==> src/rtl/time_set_ctrl_if.sv <==
// Front-panel button inputs and time-set outputs exchanged with the clock datapath.
interface time_set_ctrl_if;
    logic       btn_mode;
    logic       btn_inc;
    logic       open;
    logic       sec_add;
    logic       min_add;
    logic       hour_add;
    logic [2:0] field_sel;
    logic       blink;

    modport master (
        output btn_mode, btn_inc,
        input  open, sec_add, min_add, hour_add, field_sel, blink
    );

    modport slave (
        input  btn_mode, btn_inc,
        output open, sec_add, min_add, hour_add, field_sel, blink
    );
endinterface

==> src/rtl/time_set_ctrl.sv <==
// Button conditioning plus set-mode FSM driving the clock's field increment pulses.
// Press event lands DEBOUNCE_CYC+2 cycles after a clean raw rise; no backpressure, outputs are registered.
module time_set_ctrl #(
    parameter int DEBOUNCE_CYC     = 500000,
    parameter int REPEAT_DELAY_CYC = 25000000,
    parameter int REPEAT_RATE_CYC  = 5000000,
    parameter int PULSE_CYC        = 4,
    parameter int BLINK_CYC        = 12500000
) (
    input  logic           clk,
    input  logic           reset,
    time_set_ctrl_if.slave bus
);
    localparam int DB_W   = $clog2(DEBOUNCE_CYC) + 1;
    localparam int RP_MAX = (REPEAT_DELAY_CYC > REPEAT_RATE_CYC) ? REPEAT_DELAY_CYC : REPEAT_RATE_CYC;
    localparam int RP_W   = $clog2(RP_MAX) + 1;
    localparam int PL_W   = $clog2(PULSE_CYC) + 1;
    localparam int BL_W   = $clog2(BLINK_CYC) + 1;

    typedef enum logic [1:0] {RUN, SET_HOUR, SET_MIN, SET_SEC} state_t;

    // Index 0 = mode button, index 1 = inc button.
    logic [1:0]      raw;
    logic [1:0]      sync1;
    logic [1:0]      sync2;
    logic [1:0]      stable;
    logic [1:0]      stable_d;
    logic [1:0]      press;
    logic [DB_W-1:0] db_cnt [2];

    assign raw = {bus.btn_inc, bus.btn_mode};

    always_ff @(posedge clk) begin
        if (reset) begin
            sync1    <= '0;
            sync2    <= '0;
            stable   <= '0;
            stable_d <= '0;
            press    <= '0;
            for (int i = 0; i < 2; i++) begin
                db_cnt[i] <= '0;
            end
        end else begin
            sync1    <= raw;
            sync2    <= sync1;
            stable_d <= stable;
            press    <= stable & ~stable_d;
            for (int i = 0; i < 2; i++) begin
                if (sync2[i] != stable[i]) begin
                    if (db_cnt[i] == DB_W'(DEBOUNCE_CYC - 1)) begin
                        stable[i] <= sync2[i];
                        db_cnt[i] <= '0;
                    end else begin
                        db_cnt[i] <= db_cnt[i] + 1'b1;
                    end
                end else begin
                    db_cnt[i] <= '0;
                end
            end
        end
    end

    logic mode_ev;
    logic inc_ev;
    logic inc_level;

    assign mode_ev   = press[0];
    assign inc_ev    = press[1];
    assign inc_level = stable[1];

    function automatic state_t next_of(input state_t s);
        case (s)
            RUN:      return SET_HOUR;
            SET_HOUR: return SET_MIN;
            SET_MIN:  return SET_SEC;
            default:  return RUN;
        endcase
    endfunction

    function automatic logic [2:0] sel_of(input state_t s);
        case (s)
            SET_HOUR: return 3'b100;
            SET_MIN:  return 3'b010;
            SET_SEC:  return 3'b001;
            default:  return 3'b000;
        endcase
    endfunction

    state_t          state;
    logic            open_r;
    logic [2:0]      field_r;
    logic            blink_r;
    logic [BL_W-1:0] blink_cnt;
    logic [2:0]      adds;
    logic [PL_W-1:0] pulse_cnt;
    logic            rep_on;
    logic            rep_first;
    logic [RP_W-1:0] rep_cnt;
    logic            inc_block;

    always_ff @(posedge clk) begin
        if (reset) begin
            state     <= RUN;
            open_r    <= 1'b1;
            field_r   <= 3'b000;
            blink_r   <= 1'b0;
            blink_cnt <= '0;
            adds      <= 3'b000;
            pulse_cnt <= '0;
            rep_on    <= 1'b0;
            rep_first <= 1'b0;
            rep_cnt   <= '0;
            inc_block <= 1'b0;
        end else begin
            // adds holds the target latched at pulse start, so a mode change never redirects it
            if (pulse_cnt != '0) begin
                pulse_cnt <= pulse_cnt - 1'b1;
            end else begin
                adds <= 3'b000;
            end

            if (!inc_level) begin
                inc_block <= 1'b0;
            end

            if (state == RUN) begin
                blink_cnt <= '0;
                blink_r   <= 1'b0;
            end else if (blink_cnt == BL_W'(BLINK_CYC - 1)) begin
                blink_cnt <= '0;
                blink_r   <= ~blink_r;
            end else begin
                blink_cnt <= blink_cnt + 1'b1;
            end

            if (mode_ev) begin
                state     <= next_of(state);
                open_r    <= (next_of(state) == RUN);
                field_r   <= sel_of(next_of(state));
                blink_cnt <= '0;
                blink_r   <= 1'b0;
                rep_on    <= 1'b0;
                // a coincident inc press is swallowed until the button is released
                if (inc_ev) begin
                    inc_block <= 1'b1;
                end
            end else if (inc_ev && state != RUN && !inc_block) begin
                adds      <= field_r;
                pulse_cnt <= PL_W'(PULSE_CYC - 1);
                rep_on    <= 1'b1;
                rep_first <= 1'b1;
                rep_cnt   <= RP_W'(1);
            end else if (rep_on) begin
                if (!inc_level) begin
                    rep_on <= 1'b0;
                end else if (rep_cnt == (rep_first ? RP_W'(REPEAT_DELAY_CYC) : RP_W'(REPEAT_RATE_CYC))) begin
                    adds      <= field_r;
                    pulse_cnt <= PL_W'(PULSE_CYC - 1);
                    rep_first <= 1'b0;
                    rep_cnt   <= RP_W'(1);
                end else begin
                    rep_cnt <= rep_cnt + 1'b1;
                end
            end
        end
    end

    assign bus.open      = open_r;
    assign bus.field_sel = field_r;
    assign bus.blink     = blink_r;
    assign bus.hour_add  = adds[2];
    assign bus.min_add   = adds[1];
    assign bus.sec_add   = adds[0];
endmodule

==> src/flat_wrapper.sv <==
// flat-port wrapper written by rule: the top's interface ports become plain ports
module time_set_ctrl_flat 
#(
    parameter int DEBOUNCE_CYC     = 500000,
    parameter int REPEAT_DELAY_CYC = 25000000,
    parameter int REPEAT_RATE_CYC  = 5000000,
    parameter int PULSE_CYC        = 4,
    parameter int BLINK_CYC        = 12500000
)
  (clk, reset, bus_btn_mode, bus_btn_inc, bus_open, bus_sec_add, bus_min_add, bus_hour_add, bus_field_sel, bus_blink);
  time_set_ctrl_if bus_i ();
  input  logic clk;
  input  logic reset;
  input wire logic [$bits(bus_i.btn_mode)-1:0] bus_btn_mode;
  input wire logic [$bits(bus_i.btn_inc)-1:0] bus_btn_inc;
  output wire logic [$bits(bus_i.open)-1:0] bus_open;
  output wire logic [$bits(bus_i.sec_add)-1:0] bus_sec_add;
  output wire logic [$bits(bus_i.min_add)-1:0] bus_min_add;
  output wire logic [$bits(bus_i.hour_add)-1:0] bus_hour_add;
  output wire logic [$bits(bus_i.field_sel)-1:0] bus_field_sel;
  output wire logic [$bits(bus_i.blink)-1:0] bus_blink;
  assign bus_i.btn_mode = bus_btn_mode;
  assign bus_i.btn_inc = bus_btn_inc;
  assign bus_open = bus_i.open;
  assign bus_sec_add = bus_i.sec_add;
  assign bus_min_add = bus_i.min_add;
  assign bus_hour_add = bus_i.hour_add;
  assign bus_field_sel = bus_i.field_sel;
  assign bus_blink = bus_i.blink;
  time_set_ctrl #(.DEBOUNCE_CYC(DEBOUNCE_CYC), .REPEAT_DELAY_CYC(REPEAT_DELAY_CYC), .REPEAT_RATE_CYC(REPEAT_RATE_CYC), .PULSE_CYC(PULSE_CYC), .BLINK_CYC(BLINK_CYC)) u_core (.clk(clk), .reset(reset), .bus(bus_i));
endmodule
==> config.mk <==
export PLATFORM = sky130hd
export DESIGN_NAME = time_set_ctrl_flat
export DESIGN_NICKNAME = d
export VERILOG_FILES = /design/src/rtl/time_set_ctrl_if.sv /design/src/rtl/time_set_ctrl.sv /design/src/flat_wrapper.sv
export SDC_FILE = /design/constraint.sdc
export NUM_CORES = 1
export LEC_CHECK = 0
export CORE_ASPECT_RATIO = 1.4
export CORE_MARGIN = 3
export CORE_UTILIZATION = 45
export DETAILED_ROUTE_END_ITERATION = 10
export HOLD_SLACK_MARGIN = 0.05
export PLACE_DENSITY = 0.67
export SLEW_MARGIN = 20
export SYNTH_ARGS = -nofsm -noshare
export SYNTH_HDL_FRONTEND = slang
export SYNTH_SLANG_ARGS = --single-unit
==> constraint.sdc <==
create_clock -name clk -period 5.15 [get_ports clk]
set_input_delay 1.03 -clock clk [delete_from_list [all_inputs] [get_ports clk]]
set_output_delay 1.03 -clock clk [all_outputs]
set_load 0.01 [all_outputs]
Word level (Yosys, flattened, before mapping). Memories as Yosys holds them, arrays and structs flattened. Cells that the tools add are included. Widths: inputs -> output; s select.

Memory bits (writable): 40. Register bits: 77. Memories kept: 1. Output and inout bits: 8. Bits of input ports: 4.

Memory list: u_core.db_cnt (words 2, bits a word 20, read ports 2, clocked after Yosys merged registers in 0, write ports 2, RTL line time_set_ctrl.sv:29) `logic [DB_W-1:0] db_cnt [2];`.

Reductions and logical operators: 17. Add/subtract/negate cells: 5. Bitwise gates (word level): 10. Equality and inequality tests: 11. Mux-type cells: 61.

Operators with widths (number): $mux 20 (6); $mux 26 (4); $add 20x1->20 const B (2); $eq 20x19->1 const B (2); $mux 3 (12); $mux 1 (34); $add 26x1->26 const B (1); $eq 26x26->1 (1); $add 25x1->25 const B (1); $eq 25x24->1 const B (1); $mux 25 (1); $pmux 3 s3 (1); $reduce_bool 2->1 (4); $eq 2x2->1 const B (3); $or 1x1->1 (6); $pmux 2 s3 (1); $eq 2x1->1 const B (2); $logic_not 2->1 (2); $mux 2 (2); $reduce_and 2->1 (2); $reduce_and 4->1 (1); $reduce_or 4->1 (1); $reduce_and 3->1 (1); $reduce_bool 3->1 (1); 9 further kinds (12).

Logic depth before layout (Yosys ltp). An unclocked memory read counts as a cell.

Word-level depth: 9. Mapped depth: 9. Mapped depth without buffers: 7.

Worst setup path before layout. Ideal clock, no wire load.

Path kind: reg2reg. From: register u_core.state[0]. To: register u_core.rep_cnt[21]. Stages on the path, launching flop included: 9. Path buffers: 1. Arrival time: 2331 ps. Clock period less this slack: 2416 ps. Library setup time: 86 ps. Data required time: 5064 ps. Slack: 2734 ps. Path through: dfxtp_1 -> inv_1 -> ha_1 -> or3b_1 -> buf_6 -> a2111oi_4 -> nand3_2 -> or4_1 -> a211oi_1.

Cells in the longest elaborated chain, start to end: 5. Elaborated cells between the ends (all ways): 7. Classes of those cells: mux: 1; reduce/logical: 6.

RTL lines: from (decl) (RTL line time_set_ctrl.sv:89) `state_t state;`; from (signal assigned) (RTL line time_set_ctrl.sv:137) `state <= next_of(state);`; $reduce_bool 2->1 * (RTL line time_set_ctrl.sv:147) `end else if (inc_ev && state != RUN && !inc_block) begin`; $logic_and 1x1->1 * (2 in a row) (RTL line time_set_ctrl.sv:147); $reduce_bool 2->1 (no source line); $reduce_and 3->1 (no source line); to (signal assigned) (RTL line time_set_ctrl.sv:162) `rep_cnt <= rep_cnt + 1'b1;`; to (decl) (RTL line time_set_ctrl.sv:98) `logic [RP_W-1:0] rep_cnt;`.

Every way passes the cells marked *; elsewhere a longest branch is shown, timed or not. A chain may end at the register's enable or synchronous reset.

Final worst setup path.
From: register u_core.state[0]. To: register u_core.adds[2].

Cells in the longest elaborated chain, start to end: 5.

RTL lines: $reduce_bool 2->1 (RTL line time_set_ctrl.sv:147); $logic_and 1x1->1 (2 in a row) (RTL line time_set_ctrl.sv:147); $mux 3 (RTL line time_set_ctrl.sv:147); $mux 3 (RTL line time_set_ctrl.sv:136) `if (mode_ev) begin`; to (signal assigned) (RTL line time_set_ctrl.sv:148) `adds <= field_r;`; to (signal assigned) (RTL line time_set_ctrl.sv:157) `adds <= field_r;`; to (decl) (RTL line time_set_ctrl.sv:94) `logic [2:0] adds;`.

No other way between the ends.

==> impl_metrics.yaml <==
status:
  status: "finished, final reports clean"
run:
  drv_cap: 0
timing:
  setup_ws_ns: 2.222
  rsz0062_at_grt: "no"
  fin_tns_setup_ns: 0
  max_freq_mhz: 341.5
  skew_ns: 0.004908
  fin_crit_ns: 2.928
  post-route-period-util_pct: 56.86
  worst_pin_slew_ns: 0.9085
  final_max_slew_viol_count: 0
  relSlewSlack_pct: 39.43
  setup_viol: 0
  hold_viol: 0
power:
  power_density_nw_per_um2: 352.9
  p_sw_uw: 475.8
  p_comb_share_pct: 4.1
  p_seq_share_pct: 42.9
  internal-power_mw: 1.872
  pwr-share-clk_pct: 53.0
  ir_worst_vdd_mv: 0.1837
  switching_share_pct: 20.27
  power.leakage_nw: 2.184
final_layout:
  area_delta_synth_final_pct: 17.12
  layout-drive-gt1-share_pct: 5.589
  fill_cells: 1068
  antenna_cells: 0
  nNetsFinal: 664
critical_path:
  cp_max_fo: 21
  cp_slowest_cell: "nor3b_1"
  slowest_delay_ns: 0.65
  path_class: "reg -> reg"
  critPathTopFamily: "compound AO/OA/AOI/OAI gates"
  crit_path_end_kind: "register"
  crit_buf_inv: 2
  regToRegStartpoint: "u_core.state[0]"
  crit_path_start_kind: "register"
  crit_path_start: "u_core.state[0]"
  crit_cells: 7
  cp.required_ns: 5.49
  worstRegToRegCells: 7
  crit_chain: "inv_1 -> ha_1 -> nor3b_1 -> o21ai_0 -> a21oi_2 -> buf_4 -> mux2i_1"
  crit_arrival_ns: 3.26
placement:
  gp_congestion: 0.8501
  dp_hpwl_um: 7565
  place_ws_ns: 2.252
  numPortBuffers: 11
worst_hold_path:
  hold_path_class: "reg -> reg"
  holdCritStartpoint: "u_core.stable_d[1]"
  holdPathStages: 1
detailed_routing:
  drt_wl_total_um: 11100
  antenna_left: 0
  vias: 4362
  drt_iter0_markers: 180
  dr.pass1.iters: 4
  via_per_inst: 5.392
  route.detailed.drc: 0
  routedWlPerCell_um: 13.72
die:
  ios: 12
  coreArea_um2: 12060
  chipWidth_um: 100.9
  num_rows: 47
  die_h_um: 138.9
  die_area_um2: 14020
  initial_core_util_pct: 47.11
clocking:
  clockBufferDepth: 2
  cts_tree: "built"
  cts_max_level: 4
  cts.sinks: 117
  cts.hold.buffers_added: 0
  path_clk_slew_ns: 0.05
  clk_latency_ns: 0.41
  cts_buffers: 17
  cts-root-buf: "clkbuf_16"
  cts_resized: 0
  cts_setup_buffers: 0
logic_synthesis:
  syn_inst: 602
  synth-seq-area-share_pct: 48.29
  synth_ff_type: "dfxtp_1"
  yosysUniqueCellTypes: 51
  ys_seq_elements: 117
  async_flop_share_pct: 0
  synth-warning-count: 0
  synth_edf_count: 40
  synth.avg_cell_area_um2: 9.434
  syn_area_um2: 5679
global_routing:
  grt_pass1_wl_um: 19180
  antenna_found_initial: 0
  grt_overflow_total: 0
  track_usage_pct: 16.93
  grt_max_degree: 39
  grt_pass1_vias: 4229
==> sequential cells by signal, summed over array words and instances, names as in the netlist <==
signal	cells
u_core.stable	2
u_core.inc_block	1
u_core.rep_on	1
u_core.adds	3
u_core.stable_d	2
u_core.pulse_cnt	3
u_core.bus.blink	1
u_core.rep_cnt	26
u_core.blink_cnt	25
u_core.db_cnt	40
u_core.state	2
u_core.rep_first	1
u_core.press	2
u_core.bus.field_sel	3
u_core.sync1	2
u_core.sync2	2
u_core.bus.open	1
==> per-layer routing <==
layer,global-route usage [%],part of all wire [%]
met1,20.10,43
met2,28.18,51
met3,4.278,3.9
met4,8.123,2.5
met5,0,0
==> per-stage QoR <==
step	instance area (um2)	total power [mW]	hold slack [ns]	utilization, %	cells
6_report	6651	2.347	0.3869	55.17	809
2_1_floorplan	5826	1.100	0.3674	-	641
4_1_cts	6651	2.371	0.3885	55.17	809
3_5_place_dp	6032	1.119	0.3770	50.04	777
3_3_place_gp	6032	1.116	0.3728	50.04	777
5_1_grt	6651	2.430	0.4037	55.17	809
==> synthesized netlist by cell type (10+ instances only) <==
| cell | count | area, um2 |
|---|---|---|
| xnor2_1 | 50 | 437.9 |
| nor4_1 | 13 | 81.33 |
| nand4_1 | 27 | 168.9 |
| nand2_1 | 33 | 123.9 |
| nand3_1 | 32 | 160.2 |
| inv_1 | 24 | 90.09 |
| edfxtp_1 | 40 | 1201 |
| dfxtp_1 | 77 | 1541 |
| and3_1 | 11 | 68.82 |
| ha_1 | 11 | 137.6 |
| clkbuf_1 | 19 | 71.32 |
| nor2_1 | 101 | 379.1 |
| mux2i_1 | 11 | 110.1 |
| nor2b_1 | 10 | 62.56 |
| nor3_1 | 36 | 180.2 |
| xor2_1 | 30 | 262.8 |
==> cell type report <==
| type | instances | area (um2) | share of cell area (%) |
|---|---|---|---|
| clock inverters | 13 | 186.4 | 2.803 |
| flip-flops and latches | 117 | 2743 | 41.23 |
| multi-input cells | 476 | 2895 | 43.53 |
| clock buffers | 19 | 432.9 | 6.509 |
| repair buffers | 13 | 120.1 | 1.806 |
| inverters | 24 | 90.09 | 1.354 |
| well taps | 147 | 183.9 | 2.765 |
==> power groups by stage <==
stage | Combinational (mW) | Sequential (mW) | Clock [mW]
floorplan | 0.0824 | 1.02 | 0
global placement | 0.0925 | 1.02 | 0
detailed placement | 0.0942 | 1.03 | 0
CTS | 0.0954 | 1.01 | 1.27
global route | 0.110 | 1.01 | 1.31
finish | 0.0955 | 1.01 | 1.25
==> final timing paths <==
path | slack (ns) | endpoint
max | 2.22 | u_core.adds[2]
min | 0.39 | u_core.press[1]
max reg2reg | 2.22 | u_core.adds[2]
min reg2reg | 0.39 | u_core.press[1]
==> cells in the final DEF, fill, tap and decap left out, types with 2 or more instances in the layout <==
| cell type | synthesis | final |
|---|---|---|
| o21ai_0 | 3 | 3 |
| nand4_1 | 27 | 27 |
| or3_1 | 3 | 3 |
| and4_1 | 5 | 5 |
| clkbuf_1 | 19 | 2 |
| edfxtp_1 | 40 | 40 |
| dfxtp_1 | 77 | 77 |
| bufinv_16 | 0 | 5 |
| mux2i_1 | 11 | 11 |
| xnor2_1 | 50 | 50 |
| and3_1 | 11 | 11 |
| nand3_1 | 32 | 32 |
| or4_1 | 7 | 7 |
| clkinv_1 | 0 | 3 |
| ha_1 | 11 | 11 |
| nand3b_1 | 3 | 3 |
| conb_1 | 1 | 40 |
| nor2b_1 | 10 | 10 |
| nand2b_1 | 5 | 5 |
| clkbuf_16 | 0 | 17 |
| nand2_1 | 33 | 33 |
| o2111ai_1 | 2 | 2 |
| a211oi_1 | 5 | 5 |
| clkinv_2 | 0 | 5 |
| xor2_1 | 30 | 30 |
| buf_4 | 0 | 2 |
| and2_1 | 4 | 4 |
| nor4_1 | 13 | 13 |
| o31ai_1 | 2 | 2 |
| clkdlybuf4s50_1 | 0 | 10 |
| a41oi_1 | 2 | 2 |
| a311oi_1 | 2 | 2 |
| nor2_1 | 101 | 101 |
| nor4b_1 | 6 | 6 |
| inv_1 | 24 | 24 |
| a211o_1 | 2 | 2 |
| a21oi_1 | 4 | 3 |
| nor3_1 | 36 | 36 |
==> cells by family (layout without fill, tap and decap cells) <==
family,count (synthesis),count (layout),share of synthesized area (%)
simple gates,304,304,27.30
flops,117,117,48.29
xor+xnor,80,80,12.34
buf+inv,48,69,3.371
compound gates,30,30,4.275
fa+ha+maj,11,11,2.423
mux,11,11,1.939
other cells,1,40,0.06603
(Power assumes the default switching activity.)
